`src/rtl/qspi_read_initiator_if.sv`:
```
// Request/response port and QSPI pin bundle of the quad-I/O read initiator.
// master = initiator side, slave = requester plus pin/PMOD side.
interface qspi_read_initiator_if;
    logic        start;
    logic [23:0] addr;
    logic [1:0]  sel;
    logic [1:0]  len;
    logic [2:0]  latency;
    logic        busy;
    logic [31:0] data_out;
    logic        data_valid;
    logic [3:0]  qspi_data_in;
    logic [3:0]  qspi_data_out;
    logic [3:0]  qspi_data_oe;
    logic        qspi_clk_out;
    logic        qspi_flash_select;
    logic        qspi_ram_a_select;
    logic        qspi_ram_b_select;

    modport master (
        input  start, addr, sel, len, latency, qspi_data_in,
        output busy, data_out, data_valid, qspi_data_out, qspi_data_oe,
               qspi_clk_out, qspi_flash_select, qspi_ram_a_select, qspi_ram_b_select
    );

    modport slave (
        output start, addr, sel, len, latency, qspi_data_in,
        input  busy, data_out, data_valid, qspi_data_out, qspi_data_oe,
               qspi_clk_out, qspi_flash_select, qspi_ram_a_select, qspi_ram_b_select
    );
endinterface

```
`src/rtl/qspi_read_initiator.sv`:
```
// Quad-I/O fast-read (0xEB) initiator: 1-4 byte reads from the PMOD flash or RAMs,
// with 0-4 cycles of round-trip input latency compensation.
module qspi_read_initiator (
    input  logic                   clk,
    input  logic                   rst,
    qspi_read_initiator_if.master  bus
);
    localparam logic [7:0] CMD_QUAD_READ = 8'hEB;

    typedef enum logic [2:0] {IDLE, CMD, ADDR, MODE, DUMMY, DATA, DONE} state_t;

    state_t      state_q, state_d;
    logic        sck_q;
    logic [4:0]  spi_q, spi_d;
    logic [23:0] addr_q;
    logic [1:0]  sel_q;
    logic [1:0]  len_q;
    logic [2:0]  lat_q;
    logic [3:0]  cap_q;
    logic [2:0]  nib_q;
    logic [3:0]  io_q, io_d;
    logic [3:0]  oe_q, oe_d;
    logic [2:0]  cs_n_q;
    logic        busy_q;
    logic        valid_q;
    logic [31:0] data_q;

    logic [4:0]  spi_end;
    logic [4:0]  nib_bit;
    logic        rise;
    logic        capture;
    logic        last_nib;

    // cap_q delays each data-phase SCK rise by the captured latency to time the sample.
    always_comb begin
        spi_end  = 5'd22 + {2'b00, len_q, 1'b0};
        spi_d    = spi_q + 5'd1;
        rise     = (state_q == DATA) && !sck_q && (spi_q < spi_end);
        capture  = (lat_q == 3'd0) ? rise : cap_q[2'(lat_q - 3'd1)];
        last_nib = (nib_q == {len_q, 1'b1});
        nib_bit  = {nib_q[2:1], ~nib_q[0], 2'b00};
    end

    // Pin values and phase for the SPI cycle that starts on the next SCK fall.
    always_comb begin
        state_d = DATA;
        io_d    = '0;
        oe_d    = '0;
        if (spi_d < 5'd8) begin
            state_d = CMD;
            oe_d    = 4'b0001;
            io_d    = {3'b000, CMD_QUAD_READ[3'd7 - spi_d[2:0]]};
        end else if (spi_d < 5'd14) begin
            state_d = ADDR;
            oe_d    = '1;
            case (spi_d)
                5'd8:    io_d = addr_q[23:20];
                5'd9:    io_d = addr_q[19:16];
                5'd10:   io_d = addr_q[15:12];
                5'd11:   io_d = addr_q[11:8];
                5'd12:   io_d = addr_q[7:4];
                5'd13:   io_d = addr_q[3:0];
                default: io_d = '0;
            endcase
        end else if (spi_d < 5'd16) begin
            state_d = MODE;
            oe_d    = '1;
        end else if (spi_d < 5'd20) begin
            state_d = DUMMY;
        end
    end

    always_ff @(posedge clk or posedge rst) begin
        if (rst) begin
            state_q <= IDLE;
            sck_q   <= 1'b0;
            spi_q   <= '0;
            addr_q  <= '0;
            sel_q   <= '0;
            len_q   <= '0;
            lat_q   <= '0;
            cap_q   <= '0;
            nib_q   <= '0;
            io_q    <= '0;
            oe_q    <= '0;
            cs_n_q  <= '1;
            busy_q  <= 1'b0;
            valid_q <= 1'b0;
            data_q  <= '0;
        end else begin
            valid_q <= 1'b0;
            case (state_q)
                IDLE: begin
                    if (bus.start && !busy_q) begin
                        state_q <= CMD;
                        sck_q   <= 1'b0;
                        spi_q   <= '0;
                        addr_q  <= bus.addr;
                        sel_q   <= bus.sel;
                        len_q   <= bus.len;
                        lat_q   <= (bus.latency > 3'd4) ? 3'd4 : bus.latency;
                        cap_q   <= '0;
                        nib_q   <= '0;
                        io_q    <= {3'b000, CMD_QUAD_READ[7]};
                        oe_q    <= 4'b0001;
                        cs_n_q  <= ~(3'b001 << bus.sel);
                        busy_q  <= 1'b1;
                        data_q  <= '0;
                    end
                end
                DONE: begin
                    state_q <= IDLE;
                    sck_q   <= 1'b0;
                    io_q    <= '0;
                    oe_q    <= '0;
                    cap_q   <= '0;
                    cs_n_q  <= '1;
                    busy_q  <= 1'b0;
                    valid_q <= 1'b1;
                end
                default: begin
                    cap_q <= {cap_q[2:0], rise};
                    if (!sck_q) begin
                        sck_q <= (state_q != DATA) || (spi_q < spi_end);
                    end else begin
                        sck_q   <= 1'b0;
                        spi_q   <= spi_d;
                        io_q    <= io_d;
                        oe_q    <= oe_d;
                        state_q <= state_d;
                    end
                    // A capture may land after SCK has stopped; it overrides the phase update.
                    if (capture) begin
                        if (sel_q != 2'd3) begin
                            data_q[nib_bit +: 4] <= bus.qspi_data_in;
                        end
                        nib_q <= nib_q + 3'd1;
                        if (last_nib) begin
                            state_q <= DONE;
                        end
                    end
                end
            endcase
        end
    end

    assign bus.busy              = busy_q;
    assign bus.data_out          = data_q;
    assign bus.data_valid        = valid_q;
    assign bus.qspi_data_out     = io_q;
    assign bus.qspi_data_oe      = oe_q;
    assign bus.qspi_clk_out      = sck_q;
    assign bus.qspi_flash_select = cs_n_q[0];
    assign bus.qspi_ram_a_select = cs_n_q[1];
    assign bus.qspi_ram_b_select = cs_n_q[2];
endmodule

```
`src/flat_wrapper.sv`:
```
// flat-port wrapper written by rule: the top's interface ports become plain ports
module qspi_read_initiator_flat 
  (clk, rst, bus_start, bus_addr, bus_sel, bus_len, bus_latency, bus_qspi_data_in, bus_busy, bus_data_out, bus_data_valid, bus_qspi_data_out, bus_qspi_data_oe, bus_qspi_clk_out, bus_qspi_flash_select, bus_qspi_ram_a_select, bus_qspi_ram_b_select);
  qspi_read_initiator_if bus_i ();
  input  logic clk;
  input  logic rst;
  input wire logic [$bits(bus_i.start)-1:0] bus_start;
  input wire logic [$bits(bus_i.addr)-1:0] bus_addr;
  input wire logic [$bits(bus_i.sel)-1:0] bus_sel;
  input wire logic [$bits(bus_i.len)-1:0] bus_len;
  input wire logic [$bits(bus_i.latency)-1:0] bus_latency;
  input wire logic [$bits(bus_i.qspi_data_in)-1:0] bus_qspi_data_in;
  output wire logic [$bits(bus_i.busy)-1:0] bus_busy;
  output wire logic [$bits(bus_i.data_out)-1:0] bus_data_out;
  output wire logic [$bits(bus_i.data_valid)-1:0] bus_data_valid;
  output wire logic [$bits(bus_i.qspi_data_out)-1:0] bus_qspi_data_out;
  output wire logic [$bits(bus_i.qspi_data_oe)-1:0] bus_qspi_data_oe;
  output wire logic [$bits(bus_i.qspi_clk_out)-1:0] bus_qspi_clk_out;
  output wire logic [$bits(bus_i.qspi_flash_select)-1:0] bus_qspi_flash_select;
  output wire logic [$bits(bus_i.qspi_ram_a_select)-1:0] bus_qspi_ram_a_select;
  output wire logic [$bits(bus_i.qspi_ram_b_select)-1:0] bus_qspi_ram_b_select;
  assign bus_i.start = bus_start;
  assign bus_i.addr = bus_addr;
  assign bus_i.sel = bus_sel;
  assign bus_i.len = bus_len;
  assign bus_i.latency = bus_latency;
  assign bus_i.qspi_data_in = bus_qspi_data_in;
  assign bus_busy = bus_i.busy;
  assign bus_data_out = bus_i.data_out;
  assign bus_data_valid = bus_i.data_valid;
  assign bus_qspi_data_out = bus_i.qspi_data_out;
  assign bus_qspi_data_oe = bus_i.qspi_data_oe;
  assign bus_qspi_clk_out = bus_i.qspi_clk_out;
  assign bus_qspi_flash_select = bus_i.qspi_flash_select;
  assign bus_qspi_ram_a_select = bus_i.qspi_ram_a_select;
  assign bus_qspi_ram_b_select = bus_i.qspi_ram_b_select;
  qspi_read_initiator u_core (.clk(clk), .rst(rst), .bus(bus_i));
endmodule
```
`config.mk`:
```
export PLATFORM = sky130hd
export DESIGN_NAME = qspi_read_initiator_flat
export DESIGN_NICKNAME = d
export VERILOG_FILES = /design/src/rtl/qspi_read_initiator_if.sv /design/src/rtl/qspi_read_initiator.sv /design/src/flat_wrapper.sv
export SDC_FILE = /design/constraint.sdc
export NUM_CORES = 1
export LEC_CHECK = 0
export ABC_AREA = 1
export CAP_MARGIN = 20
export CORE_MARGIN = 8
export CORE_UTILIZATION = 57
export DETAILED_ROUTE_END_ITERATION = 16
export GPL_ROUTABILITY_DRIVEN = 0
export HOLD_SLACK_MARGIN = 0.05
export PLACE_DENSITY = 0.91
export SYNTH_ARGS = -nofsm -noshare
export SYNTH_HDL_FRONTEND = slang
export SYNTH_SLANG_ARGS = --single-unit
export TNS_END_PERCENT = 20
```
`constraint.sdc`:
```
create_clock -name clk -period 5.7 [get_ports clk]
set_clock_uncertainty 0.1 [all_clocks]
set_input_delay 1.14 -clock clk [delete_from_list [all_inputs] [get_ports clk]]
set_output_delay 1.14 -clock clk [all_outputs]
set_load 0.02 [all_outputs]
```
Yosys cells after proc, flatten, opt, wreduce, memory -nomap -nowiden
Memory sizes are Yosys's and may differ from the RTL's. Cells that the tools add are included.

Register bits after elaboration: 92. Latch bits: 0. Memory bits (writable): 0. Bits in read-only memories: 8. Bits of input ports: 38. Output and inout bits: 46. Word-level logic and storage cells: 113. Memories kept: 1.

Memory list: (no name shown) (depth 8, width 1, rd ports 1, clocked after Yosys merged registers in 0, write ports 0, RTL line qspi_read_initiator.sv:52) `io_d = {3'b000, CMD_QUAD_READ[3'd7 - spi_d[2:0]]};`.

Add/sub/neg operators: 6. Multiply operators: 0. Div/mod/pow operators: 0. $lt $le $gt $ge: 8. Equal/unequal tests: 12. Shifts and indexed selects: 3. Multiplexer cells: 46. Bitwise operators: 3. Reduce and logical (&&, ||, !) cells: 19.

Operator list (count): 32-bit 2-to-1 mux (3); 32-bit one-hot mux with 2 select lines (1); 4-bit 2-to-1 mux (9); 3-bit 2-to-1 mux (11); 32-bit bitwise mux (1); 4-bit by 7-bit variable shift with 32-bit output, first input constant (1); 4-bit by 7-bit variable part select with 32-bit output (1); 5-bit by 4-bit equality test with 1-bit output, second input constant (6); 4-bit one-hot mux with 2 select lines (3); 4-bit one-hot mux with 6 select lines (1); 3-bit one-hot mux with 2 select lines (3); 5-bit by 4-bit < comparator with 1-bit output, second input constant (2); 5-bit < comparator, second input constant (2); 5-bit 2-to-1 mux (2); 5-bit one-hot mux with 2 select lines (1); 1-bit 2-to-1 mux (8); 2-bit nonzero test (4); 5-bit negation with 7-bit output (1); 3-bit equality test, second input constant (2); 3-bit zero test (2); 2-bit AND reduction (3); 3-bit AND reduction (2); 5-bit by 1-bit adder with 5-bit output, second input constant (1); 5-bit by 3-bit adder with 5-bit output, first input constant (1); other kinds (21) (26).

Logic depth before layout (Yosys ltp)
Word-level depth: 10. Gate-level depth with buffers: 14. Depth with buffers taken out: 14.

Least setup slack after synthesis
No wires, ideal clock.

Path kind: register -> register. Start point: register u_core.nib_q[0]. End point: register u_core.data_q[17] (netlist: u_core.bus.data_out[17]). Setup time: 124 ps. Data arrival time: 1933 ps. Data required time: 5476 ps. Path slack: 3543 ps. Stages on the path, launching flop included: 9. Path buffers: 0. Clock period less this slack: 2157 ps. Cell sequence: dfrtp_1 -> clkinv_1 -> ha_1 -> inv_1 -> or3_1 -> nand2_1 -> nand4_1 -> nand2_1 -> o21ai_1.

Word-level cells in the longest chain between the ends: 7. Elaborated cells between the ends (all ways): 8. Those cells by class: add/sub (1); shift (2); mux (4); bitwise (1).

Ends and longest elaborated chain: start, declared (RTL line qspi_read_initiator.sv:20) `logic [2:0] nib_q;`; start signal, assigned (RTL line qspi_read_initiator.sv:137) `nib_q <= nib_q + 3'd1;`; 1-bit NOT * (RTL line qspi_read_initiator.sv:41) `nib_bit = {nib_q[2:1], ~nib_q[0], 2'b00};`; 5-bit negation with 7-bit output * (RTL line qspi_read_initiator.sv:135) `data_q[nib_bit +: 4] <= bus.qspi_data_in;`; 4-bit by 7-bit variable part select with 32-bit output or 4-bit by 7-bit variable shift with 32-bit output (tied branches) (RTL line qspi_read_initiator.sv:135); 32-bit bitwise mux * (RTL line qspi_read_initiator.sv:135); 32-bit 2-to-1 mux * (RTL line qspi_read_initiator.sv:134) `if (sel_q != 2'd3) begin`; 32-bit 2-to-1 mux * (RTL line qspi_read_initiator.sv:133) `if (capture) begin`; 32-bit one-hot mux with 2 select lines * (RTL line qspi_read_initiator.sv:92) `case (state_q)`; end signal, assigned by index (RTL line qspi_read_initiator.sv:135); end, declared (RTL line qspi_read_initiator.sv:26) `logic [31:0] data_q;`.

Every way passes the cells marked *; elsewhere a longest branch is shown, timed or not. The select of a mux whose other input is x is not followed. A chain may end at the register's enable or synchronous reset.

Worst setup path in the final report
Start point: register u_core.cs_n_q[1]. End point: output bus_qspi_ram_a_select.

RTL lines: start, declared (RTL line qspi_read_initiator.sv:23) `logic [2:0] cs_n_q;`; start signal, assigned (RTL line qspi_read_initiator.sv:106) `cs_n_q <= ~(3'b001 << bus.sel);`; end, declared (RTL line flat_wrapper.sv:20) `output wire logic [$bits(bus_i.qspi_ram_a_select)-1:0] bus_qspi_ram_a_select;`.

No word-level cell between the ends.

==> summary.md <==
| Metric | Value |
|---|---|
| Post-Syn Area per Cell | about 7.7 um^2 |
| Slowest cell on the critical path | clkdlybuf4s50_1 |
| Final worst-path cycle share | around half |
| N_diodes | 0 |
| Clock Path Buffers | 2 |
| Global-route wire length before repair | slightly above 20000 um |
| Number of global-route vias before repair | 4324 |
| Register area share after synthesis | roughly 50% |
| Pre-CTS WS | 2.73 ns |
| Largest net degree at the start of global routing | 57 |
| Die X | 105 um |
| Crit path buf inv count | 1 |
| Worst EP required | 4.46 ns |
| R2r worst-path depth | 12 |
| Max Cap Viol | 0 |
| Die extent in y | between 100 and 150 um |
| Worst slew pin tran | about 0.63 ns |
| Total Wirelength | 11700 um |
| Final setup viols | 0 |
| Initial drt markers | 345 |
| Clk slew on worst S/H paths | 0.09 ns |
| Synth Cell Area | approximately 4600 um^2 |
| #FFs+latches synth | 90 |
| CP top delay family | buffers and inverters |
| Worst EP arrival | about 1.5 ns |
| Layout Cells excl Fill | just under 800 |
| Syn-to-layout area delta | 25.2% |
| Crit. End Element | output pin |
| FILL cells | roughly 570 |
| CTS Buf Count | 9 |
| PD cells | 404 nW/um^2 |
| GRT Util Overall | between 20% and 30% |
| Htree depth | 3 |
| Crit-path max FO | 2 |
| Synth area leaders | dfrtp_1 48%, nand2_1 19%, inv_1 4.6% |
| Final setup margin | 2.95 ns |
| Nets | around 730 |
| Relative slew slack | between 50% and 60% |
| Post-route ant nets | 0 |
| Crit. path cell count | 1 |
| Min cycle time layout | 2.75 ns |
| Setup Buffers After CTS | 0 |
| Final Max Tran Viols | 0 |
| Netlist cell types | 30 |
| Synth Warn # | 0 |
| Core area | between 7000 and 8000 um^2 |
| Vias per cell | between 5 and 6 |
| CTS sink count | 90 |
| Worst hold stages | 2 |
| CTS Hold Bufs | 0 |
| Post-synth top area share | 47.7% |
| DR vias | 4256 |
| Starting Density | 59.0% |
| Port Buffer Count | 83 |
| Final HPWL DP | 8690 um |
| CP Launch Type | flop |
| Syn_nets | 646 |
| VDD IR max | about 0.00019 V |
| Max Clk Rate | between 0.3 and 0.4 GHz |
| Share of cells above drive strength 1 | 6.87% |
| Pleak | ~2.9 nW |
| DP Cell Count | 769 |
| DRC errors left | 0 |
| Fin. Hold Viols | 0 |
| Num rows | 32 |
| RSZ-0062 raised after global routing | no |
| Critical path class | flop to output pin |
| Wirelength per Cell | 14.9 um |
| Latest clock arrival within the worst-skew pair | approximately 0.36 ns |
| GRT overflow | 0 |
| Cell count after synthesis | ~600 |
| Post-cts repair resize count | 0 |
| Hold WC Path Type | flop to flop |
| Initial antenna violation count | 0 |
| Number of top-level pins | 84 |
| Worst path cell trace | clkdlybuf4s50_1 |
| Status | finished clean |
| Leading area contributor after synthesis | dfrtp_1 |
| Setup tns final | 0 ns |
| TritonCTS clock tree | yes |
| Root buffer cell | clkbuf_8 |
| Die ar. | between 10000 and 15000 um^2 |
| DR pass1 iterations | 5 |
| Slowest stage delay, CP | slightly above 0.6 ns |
cells in the mapped netlist (all sizes together):
cell type	number
xor2	1
nor3	14
and2	1
inv	61
o21ai	27
nand3	35
nand4	18
dfstp	3
nor2	52
clkinv	2
nor4	1
or2	2
a21o	1
o22ai	7
or3	1
buf	9
clkbuf	2
ha	15
nand2	237
a21oi	17
dfrtp	87
area by class of cell:
cell class,count,area [um^2],share of cell area (%)
well taps,102,128,2.23
clock buffers,10,128,2.23
multi-input cells,429,2010,35.1
inverters,63,238,4.16
clock inverters,6,90.1,1.58
repair buffers,86,866,15.2
flip-flops and latches,90,2260,39.5
registers in the layout, indices dropped and copies added, names as in the netlist:
name,flops
u_core.nib_q,3
u_core.bus.busy,1
u_core.cs_n_q,3
u_core.bus.data_valid,1
u_core.state_q,3
u_core.len_q,2
u_core.addr_q,24
u_core.bus.qspi_data_out,4
u_core.lat_q,3
u_core.bus.qspi_data_oe,2
u_core.spi_q,5
u_core.sel_q,2
u_core.cap_q,4
u_core.bus.qspi_clk_out,1
u_core.bus.data_out,32
power breakdown:
| group | total (mW) | leakage (nW) | internal [mW] | switching [mW] |
|---|---|---|---|---|
| registers | 0.928 | 1.18 | 0.813 | 0.115 |
| clock network | 0.485 | 0.107 | 0.249 | 0.236 |
| logic | 0.896 | 1.57 | 0.299 | 0.597 |
| total | 2.31 | 2.86 | 1.36 | 0.948 |
path summary, 6_finish.rpt:
path / slack [ns] / start / endpoint
min in group asynchronous: 1.00 / rst / u_core.bus.data_out[9]
min reg2reg: 0.38 / u_core.addr_q[10] / u_core.addr_q[10]
max reg2reg: 3.10 / u_core.len_q[0] / u_core.bus.data_out[8]
max in group asynchronous: 3.44 / rst / u_core.cs_n_q[0]
max: 2.95 / u_core.cs_n_q[1] / bus_qspi_ram_a_select
min: 0.38 / u_core.addr_q[10] / u_core.addr_q[10]
routing by layer:
layer,vias to the layer above,GRT usage [%],wire length [um]
met5,-,0,0
met4,0,9.07,183
met3,16,4.69,993
met2,203,35.3,5570
met1,1987,27.8,4960
li1,2050,-,-
cells in the final DEF, fill, tap and decap left out:
cell             instances
a21o_1                   1
a21oi_1                 17
and2_1                   1
buf_12                   1
buf_4                    2
bufinv_16                2
clkbuf_1                 1
clkbuf_8                 9
clkdlybuf4s50_1         83
clkinv_1                 2
clkinv_2                 2
clkinv_4                 1
clkinvlp_4               1
dfrtp_1                 87
dfstp_2                  3
ha_1                    15
inv_1                   55
inv_2                    5
inv_6                    1
nand2_1                235
nand2_2                  2
nand3_1                 33
nand3_2                  2
nand4_1                 18
nor2_1                  41
nor2_2                  11
nor3_1                  11
nor3_2                   2
nor3_4                   1
nor4_1                   1
o21ai_0                 22
o21ai_1                  5
o22ai_1                  7
or2_2                    2
or3_1                    1
xor2_1                   1
cells by family (layout without fill, tap and decap cells):
group / Yosys count / in the layout / share of synthesized area (%)
simple gates: 361 / 361 / 33.7
flops: 90 / 90 / 49.5
buf+inv: 74 / 165 / 6.64
compound gates: 52 / 52 / 5.95
fa+ha+maj: 15 / 15 / 4.11
xor+xnor: 1 / 1 / 0.192
through the flow:
step / cell area (um^2) / power, mW / hold slack, ns / util, %
finish: 5710 / 2.31 / 0.384 / 73.9
global route: 5710 / 2.46 / 0.398 / 73.9
CTS: 5690 / 2.30 / 0.381 / 73.6
detailed placement: 5470 / 1.82 / 0.359 / 70.8
global placement: 5470 / 1.77 / 0.357 / 70.8
floorplan: 4560 / 1.52 / 0.342 / -
Power figures use the tool's default switching activity.
